[src/rtl/preset_editor.sv]
// Button front end for the stopwatch: debounces keys, edits BCD preset digits, pulses load, drives EN.
// Optional PRESET_DEC_KEY_EN adds a key_dec input that decrements the selected digit.
module preset_editor #(
    parameter int DEBOUNCE_MS = 20,
    parameter int LOAD_CYCLES = 1,
    parameter int BLINK_HALF  = 250
) (
    input  logic        clk_1Khz,
    input  logic        rst,
    input  logic        key_start,
    input  logic        key_mode,
    input  logic        key_next,
    input  logic        key_inc,
`ifdef PRESET_DEC_KEY_EN
    input  logic        key_dec,
`endif
    output logic [27:0] preset,
    output logic        load,
    output logic        EN,
    output logic        editing,
    output logic [2:0]  edit_pos,
    output logic        blink
);

    localparam int KEY_START = 0;
    localparam int KEY_MODE  = 1;
    localparam int KEY_NEXT  = 2;
    localparam int KEY_INC   = 3;
`ifdef PRESET_DEC_KEY_EN
    localparam int KEY_DEC   = 4;
    localparam int NK        = 5;
`else
    localparam int NK        = 4;
`endif
    localparam int DB_W = $clog2(DEBOUNCE_MS + 1);
    localparam int BL_W = $clog2(BLINK_HALF + 1);

    typedef enum logic [1:0] {STOP, RUN, EDIT, COMMIT} state_t;

    state_t          state, state_nxt;
    logic [NK-1:0]   keys;
    logic [NK-1:0]   sync_p0, sync_p1, deb, deb_d, press;
    logic [DB_W-1:0] db_cnt [NK];
    logic            mode_act, start_act, next_act, inc_act;
    logic [3:0]      digits [0:6];
    logic [3:0]      load_cnt;
    logic [BL_W-1:0] blink_cnt;
    logic            tens;

`ifdef PRESET_DEC_KEY_EN
    logic            dec_act;
    assign keys    = {key_dec, key_inc, key_next, key_mode, key_start};
    assign dec_act = press[KEY_DEC] & ~press[KEY_MODE] & ~press[KEY_START]
                   & ~press[KEY_NEXT] & ~press[KEY_INC];
`else
    assign keys = {key_inc, key_next, key_mode, key_start};
`endif

    function automatic logic [3:0] digit_inc(input logic [3:0] d, input logic is_tens);
        if (d >= (is_tens ? 4'd5 : 4'd9))
            return 4'd0;
        return d + 4'd1;
    endfunction

    function automatic logic [3:0] digit_dec(input logic [3:0] d, input logic is_tens);
        if (d == 4'd0)
            return is_tens ? 4'd5 : 4'd9;
        return d - 4'd1;
    endfunction

    // Key conditioning: 2-FF synchronizer, stability counter, rising-edge press pulse
    always_ff @(posedge clk_1Khz or negedge rst) begin
        if (!rst) begin
            sync_p0 <= '0;
            sync_p1 <= '0;
            deb     <= '0;
            deb_d   <= '0;
            for (int k = 0; k < NK; k++)
                db_cnt[k] <= '0;
        end else begin
            sync_p0 <= keys;
            sync_p1 <= sync_p0;
            deb_d   <= deb;
            for (int k = 0; k < NK; k++) begin
                if (sync_p1[k] == deb[k]) begin
                    db_cnt[k] <= '0;
                end else if (db_cnt[k] == DB_W'(DEBOUNCE_MS - 1)) begin
                    db_cnt[k] <= '0;
                    deb[k]    <= sync_p1[k];
                end else begin
                    db_cnt[k] <= db_cnt[k] + 1'b1;
                end
            end
        end
    end

    assign press = deb & ~deb_d;

    // Only the highest-priority press in a cycle is acted on
    assign mode_act  = press[KEY_MODE];
    assign start_act = press[KEY_START] & ~press[KEY_MODE];
    assign next_act  = press[KEY_NEXT] & ~press[KEY_MODE] & ~press[KEY_START];
    assign inc_act   = press[KEY_INC] & ~press[KEY_MODE] & ~press[KEY_START] & ~press[KEY_NEXT];

    always_ff @(posedge clk_1Khz or negedge rst) begin
        if (!rst)
            state <= STOP;
        else
            state <= state_nxt;
    end

    always_comb begin
        state_nxt = state;
        EN        = 1'b0;
        editing   = 1'b0;
        load      = 1'b0;
        case (state)
            STOP: begin
                if (mode_act)
                    state_nxt = EDIT;
                else if (start_act)
                    state_nxt = RUN;
            end
            RUN: begin
                EN = 1'b1;
                if (start_act)
                    state_nxt = STOP;
            end
            EDIT: begin
                editing = 1'b1;
                if (mode_act)
                    state_nxt = COMMIT;
            end
            COMMIT: begin
                load = 1'b1;
                if (load_cnt == 4'(LOAD_CYCLES - 1))
                    state_nxt = STOP;
            end
            default: state_nxt = STOP;
        endcase
    end

    assign tens = (edit_pos == 3'd6) || (edit_pos == 3'd4);

    always_ff @(posedge clk_1Khz or negedge rst) begin
        if (!rst) begin
            for (int i = 0; i < 7; i++)
                digits[i] <= 4'd0;
            edit_pos  <= 3'd6;
            blink     <= 1'b0;
            blink_cnt <= '0;
            load_cnt  <= 4'd0;
        end else begin
            load_cnt <= (state == COMMIT) ? load_cnt + 4'd1 : 4'd0;
            if (state == STOP && mode_act) begin
                edit_pos  <= 3'd6;
                blink     <= 1'b1;
                blink_cnt <= '0;
            end else if (state == EDIT && !mode_act) begin
                if (next_act)
                    edit_pos <= (edit_pos == 3'd0) ? 3'd6 : edit_pos - 3'd1;
                if (inc_act)
                    digits[edit_pos] <= digit_inc(digits[edit_pos], tens);
`ifdef PRESET_DEC_KEY_EN
                if (dec_act)
                    digits[edit_pos] <= digit_dec(digits[edit_pos], tens);
                if (next_act || inc_act || dec_act) begin
`else
                if (next_act || inc_act) begin
`endif
                    // A fresh selection or value is shown solid first
                    blink     <= 1'b1;
                    blink_cnt <= '0;
                end else if (blink_cnt == BL_W'(BLINK_HALF - 1)) begin
                    blink     <= ~blink;
                    blink_cnt <= '0;
                end else begin
                    blink_cnt <= blink_cnt + 1'b1;
                end
            end else begin
                blink     <= 1'b0;
                blink_cnt <= '0;
            end
        end
    end

    assign preset = {digits[6], digits[5], digits[4], digits[3], digits[2], digits[1], digits[0]};

endmodule

[config.mk]
export PLATFORM = sky130hd
export DESIGN_NAME = preset_editor
export DESIGN_NICKNAME = d
export VERILOG_FILES = /design/src/rtl/preset_editor.sv
export SDC_FILE = /design/constraint.sdc
export NUM_CORES = 1
export LEC_CHECK = 0
export CAP_MARGIN = 20
export CORE_MARGIN = 2
export CORE_UTILIZATION = 30
export CTS_BUF_LIST = sky130_fd_sc_hd__clkbuf_8 sky130_fd_sc_hd__clkbuf_16
export DETAILED_ROUTE_END_ITERATION = 12
export GPL_ROUTABILITY_DRIVEN = 0
export GPL_TIMING_DRIVEN = 0
export PLACE_DENSITY_LB_ADDON = 0.25
export SYNTH_ARGS = -nofsm -noshare
export SYNTH_HDL_FRONTEND = slang
export SYNTH_SLANG_ARGS = --single-unit
[constraint.sdc]
create_clock -name clk_1Khz -period 7.8 [get_ports clk_1Khz]
set_input_delay 1.56 -clock clk_1Khz [delete_from_list [all_inputs] [get_ports clk_1Khz]]
set_output_delay 1.56 -clock clk_1Khz [all_outputs]
set_load 0.005 [all_outputs]
==> results.py <==
metrics = {
    "routing": {
        "wirelength_um": 7974,
        "wl_met2_um": 3824,
        "postRouteAntennaNets": 0,
        "met3_length_um": 260,
        "drtIter0Drc": 129,
        "drc": 0,
        "drt-wirelength-per-cell_um": 13.99,
        "highest_layer": "met4",
        "dr_total_vias": 2632,
        "wl_met1_um": 3696,
        "vias_per_cell": 4.618,
        "firstDrtPassIters": 4,
    },
    "critical_path": {
        "start_kind": "flop",
        "rr_worst_depth": 12,
        "worstPathArrival_ns": 1.74,
        "path_buf_inv": 3,
        "endpoint_kind": "primary output",
        "r2r-end": "preset[21]",
        "path_delay_family": "buffers and inverters",
        "r2r-start": "edit_pos[0]",
        "slowest_delay_ns": 0.49,
        "crit_type": "flop to primary output",
        "worstPathMaxFanout": 10,
        "cp-startpoint": "state[1]",
        "worstPathRequired_ns": 6.24,
        "slowest_stage": "clkdlybuf4s50_1",
        "path_cells": "clkbuf_1, nand2_1, inv_1, clkdlybuf4s50_1",
        "r2r_setup_slack_ns": 4.83,
    },
    "global_route": {
        "grt_max_degree": 43,
        "grt_pass1_wl_um": 13390,
        "grt_overflow_total": 0,
        "antenna_found_initial": 0,
        "grt_usage_pct": 12.31,
        "grt_pass1_vias": 2671,
    },
    "floorplan": {
        "die-area_mm2": 0.01407,
        "core_mm2": 0.01272,
        "die_h_um": 118.6,
        "fp-row-count": 41,
        "io_pins": 41,
        "start_util_pct": 30.99,
        "die_w_um": 118.6,
    },
    "placement": {
        "hpwl_um": 5700,
        "dp_slack_ns": 4.843,
        "port_buffers": 40,
    },
    "synth": {
        "ys_dominant_reg_cell": "dfrtp_1",
        "ys_seq_area_share_pct": 52.11,
        "ys_warn_count": 0,
        "syn_avg_cell_area_um2": 11.56,
        "yosysUniqueCellTypes": 53,
        "synth_edf_count": 0,
        "syn_inst": 341,
        "syn-num-nets": 361,
        "netlist_area_mm2": 0.003943,
        "async_flop_share_pct": 100.0,
        "ys_seq_elements": 82,
    },
    "pwr": {
        "power_density_mw_per_mm2": 183.1,
        "finalPower_uw": 892.9,
        "vdd_drop_max_mv": 0.08280,
        "cellLeakagePower_uw": 0.002090,
    },
    "final_layout": {
        "antenna_cells": 0,
        "layout-drive-gt1-share_pct": 16.83,
        "layout_commonest_cell": "dfrtp_1",
        "syn2layout_area_growth_pct": 23.71,
        "final_cell_mix": "dfrtp_1 (80), nor2_1 (57), clkdlybuf4s50_1 (39)",
        "layout.nets": 413,
    },
    "sta": {
        "fin_crit_ns": 3.302,
        "worst_pin_slew_ns": 0.8827,
        "slew_violations": 0,
        "max_freq_mhz": 302.9,
        "finalCritPeriodShare_pct": 42.33,
        "skew_ns": 0.008258,
        "fin_ws_ns": 4.498,
        "hold_viol_final": 0,
        "setup_viol": 0,
        "slew_headroom_pct": 40.66,
        "finalSetupTns_ns": 0,
        "grt_setup_unrepaired": "no",
    },
    "clock_tree": {
        "postCtsSetupBuffers": 0,
        "hold_buffers": 0,
        "cts_buffers": 9,
        "clk_pin_slew_ns": 0.06,
        "root_buffer": "clkbuf_16",
        "clk_latency_ns": 0.34,
        "cts_resized": 0,
        "htree_levels": 3,
        "cts_tree": "built",
        "clock-sinks": 82,
        "cts.path.max_buffers": 2,
    },
    "worst_hold_path": {
        "holdPathStages": 0,
        "worstHoldStart": "sync_p0[2]",
        "hold_path.class": "flop to flop",
        "whs_endpoint": "sync_p1[2]",
    },
    "job": {
        "max-cap-violations": 0,
    },
    "status": {
        "status": "finished, final reports clean",
    },
}
## metrics by stage
| stage | hold slack (ns) | utilization [%] | instance area, um^2 | std cells |
|---|---|---|---|---|
| after CTS | 0.3507 | 38.34 | 4877 | 570 |
| after global placement | 0.3315 | 35.83 | 4558 | 553 |
| after global routing | 0.3593 | 38.34 | 4877 | 570 |
| after detailed placement | 0.3364 | 35.97 | 4576 | 554 |
| after floorplan | 0.3312 | - | 3943 | 341 |
| final | 0.3483 | 38.34 | 4877 | 570 |
## logic make-up after synthesis
| family | Yosys count | synth area share, % |
|---|---|---|
| adders and majority gates | 14 | 4.443 |
| xor gates and xnor gates | 24 | 5.332 |
| buffers and inverters | 22 | 2.792 |
| AOI/OAI and AO/OA | 40 | 9.362 |
| DFF | 82 | 52.11 |
| muxes | 30 | 8.283 |
| and+or+nand+nor | 129 | 17.68 |
## flip-flops by register name, indices dropped and copies added, names as in the netlist
register,flops
blink,1
blink_cnt,8
db_cnt,20
deb,4
deb_d,4
edit_pos,3
load_cnt,4
preset,28
state,2
sync_p0,4
sync_p1,4
## power breakdown
group	leakage, uW	switching, uW	total (uW)	internal, uW
logic	0.000838	15.8	25.6	9.78
clock network	0.000142	180	430	250
registers	0.00111	4.78	437	433
## cell usage after synthesis (2+ instances only)
master	count	area (um^2)
a21oi_1	3	15.01
a221oi_4	3	78.83
a31oi_1	14	87.58
and3_1	2	12.51
buf_4	2	15.01
clkbuf_1	2	7.510
dfrtp_1	80	2002
dfstp_2	2	52.55
ha_1	14	175.2
inv_1	15	56.30
mux2_2	20	225.2
mux2i_1	9	90.09
nand2_1	12	45.04
nand2b_1	9	56.30
nand3_1	11	55.05
nand3_2	2	20.02
nand3b_1	4	30.03
nand4_1	2	12.51
nor2_1	57	214.0
nor2b_1	7	43.79
nor2b_4	2	27.53
nor3_1	6	30.03
nor4_2	6	75.07
o211a_1	2	20.02
o21a_1	2	15.01
o21ai_0	4	20.02
xnor2_1	10	87.58
xor2_1	14	122.6
## cell type report
class                   instances  area [um^2]
fillers                      1288         7845
flip-flops and latches         82         2054
multi-input cells             237         1778
repair buffers                 41        417.9
clock buffers                   9        225.2
well taps                     172        215.2
clock inverters                 7        76.32
inverters                      15        56.30
plain buffers                   7        53.80
## routing by layer
metal	track usage, %	vias to the layer above
li1	-	1304
met1	15.79	1279
met2	19.07	37
met3	3.041	12
met4	6.548	0
met5	0	-
## how the worst max path moves through the flow
stage                             to  slack, ns  depth (start not counted)
after floorplan           preset[13]       5.28                         12
final                           load       4.50                          4
after detailed placement        load       4.84                          4
after CTS                       load       4.47                          4
after global placement    preset[19]       2.15                          1
after global routing            load       4.33                          4
No activity file was read; power rests on OpenSTA's default activity.
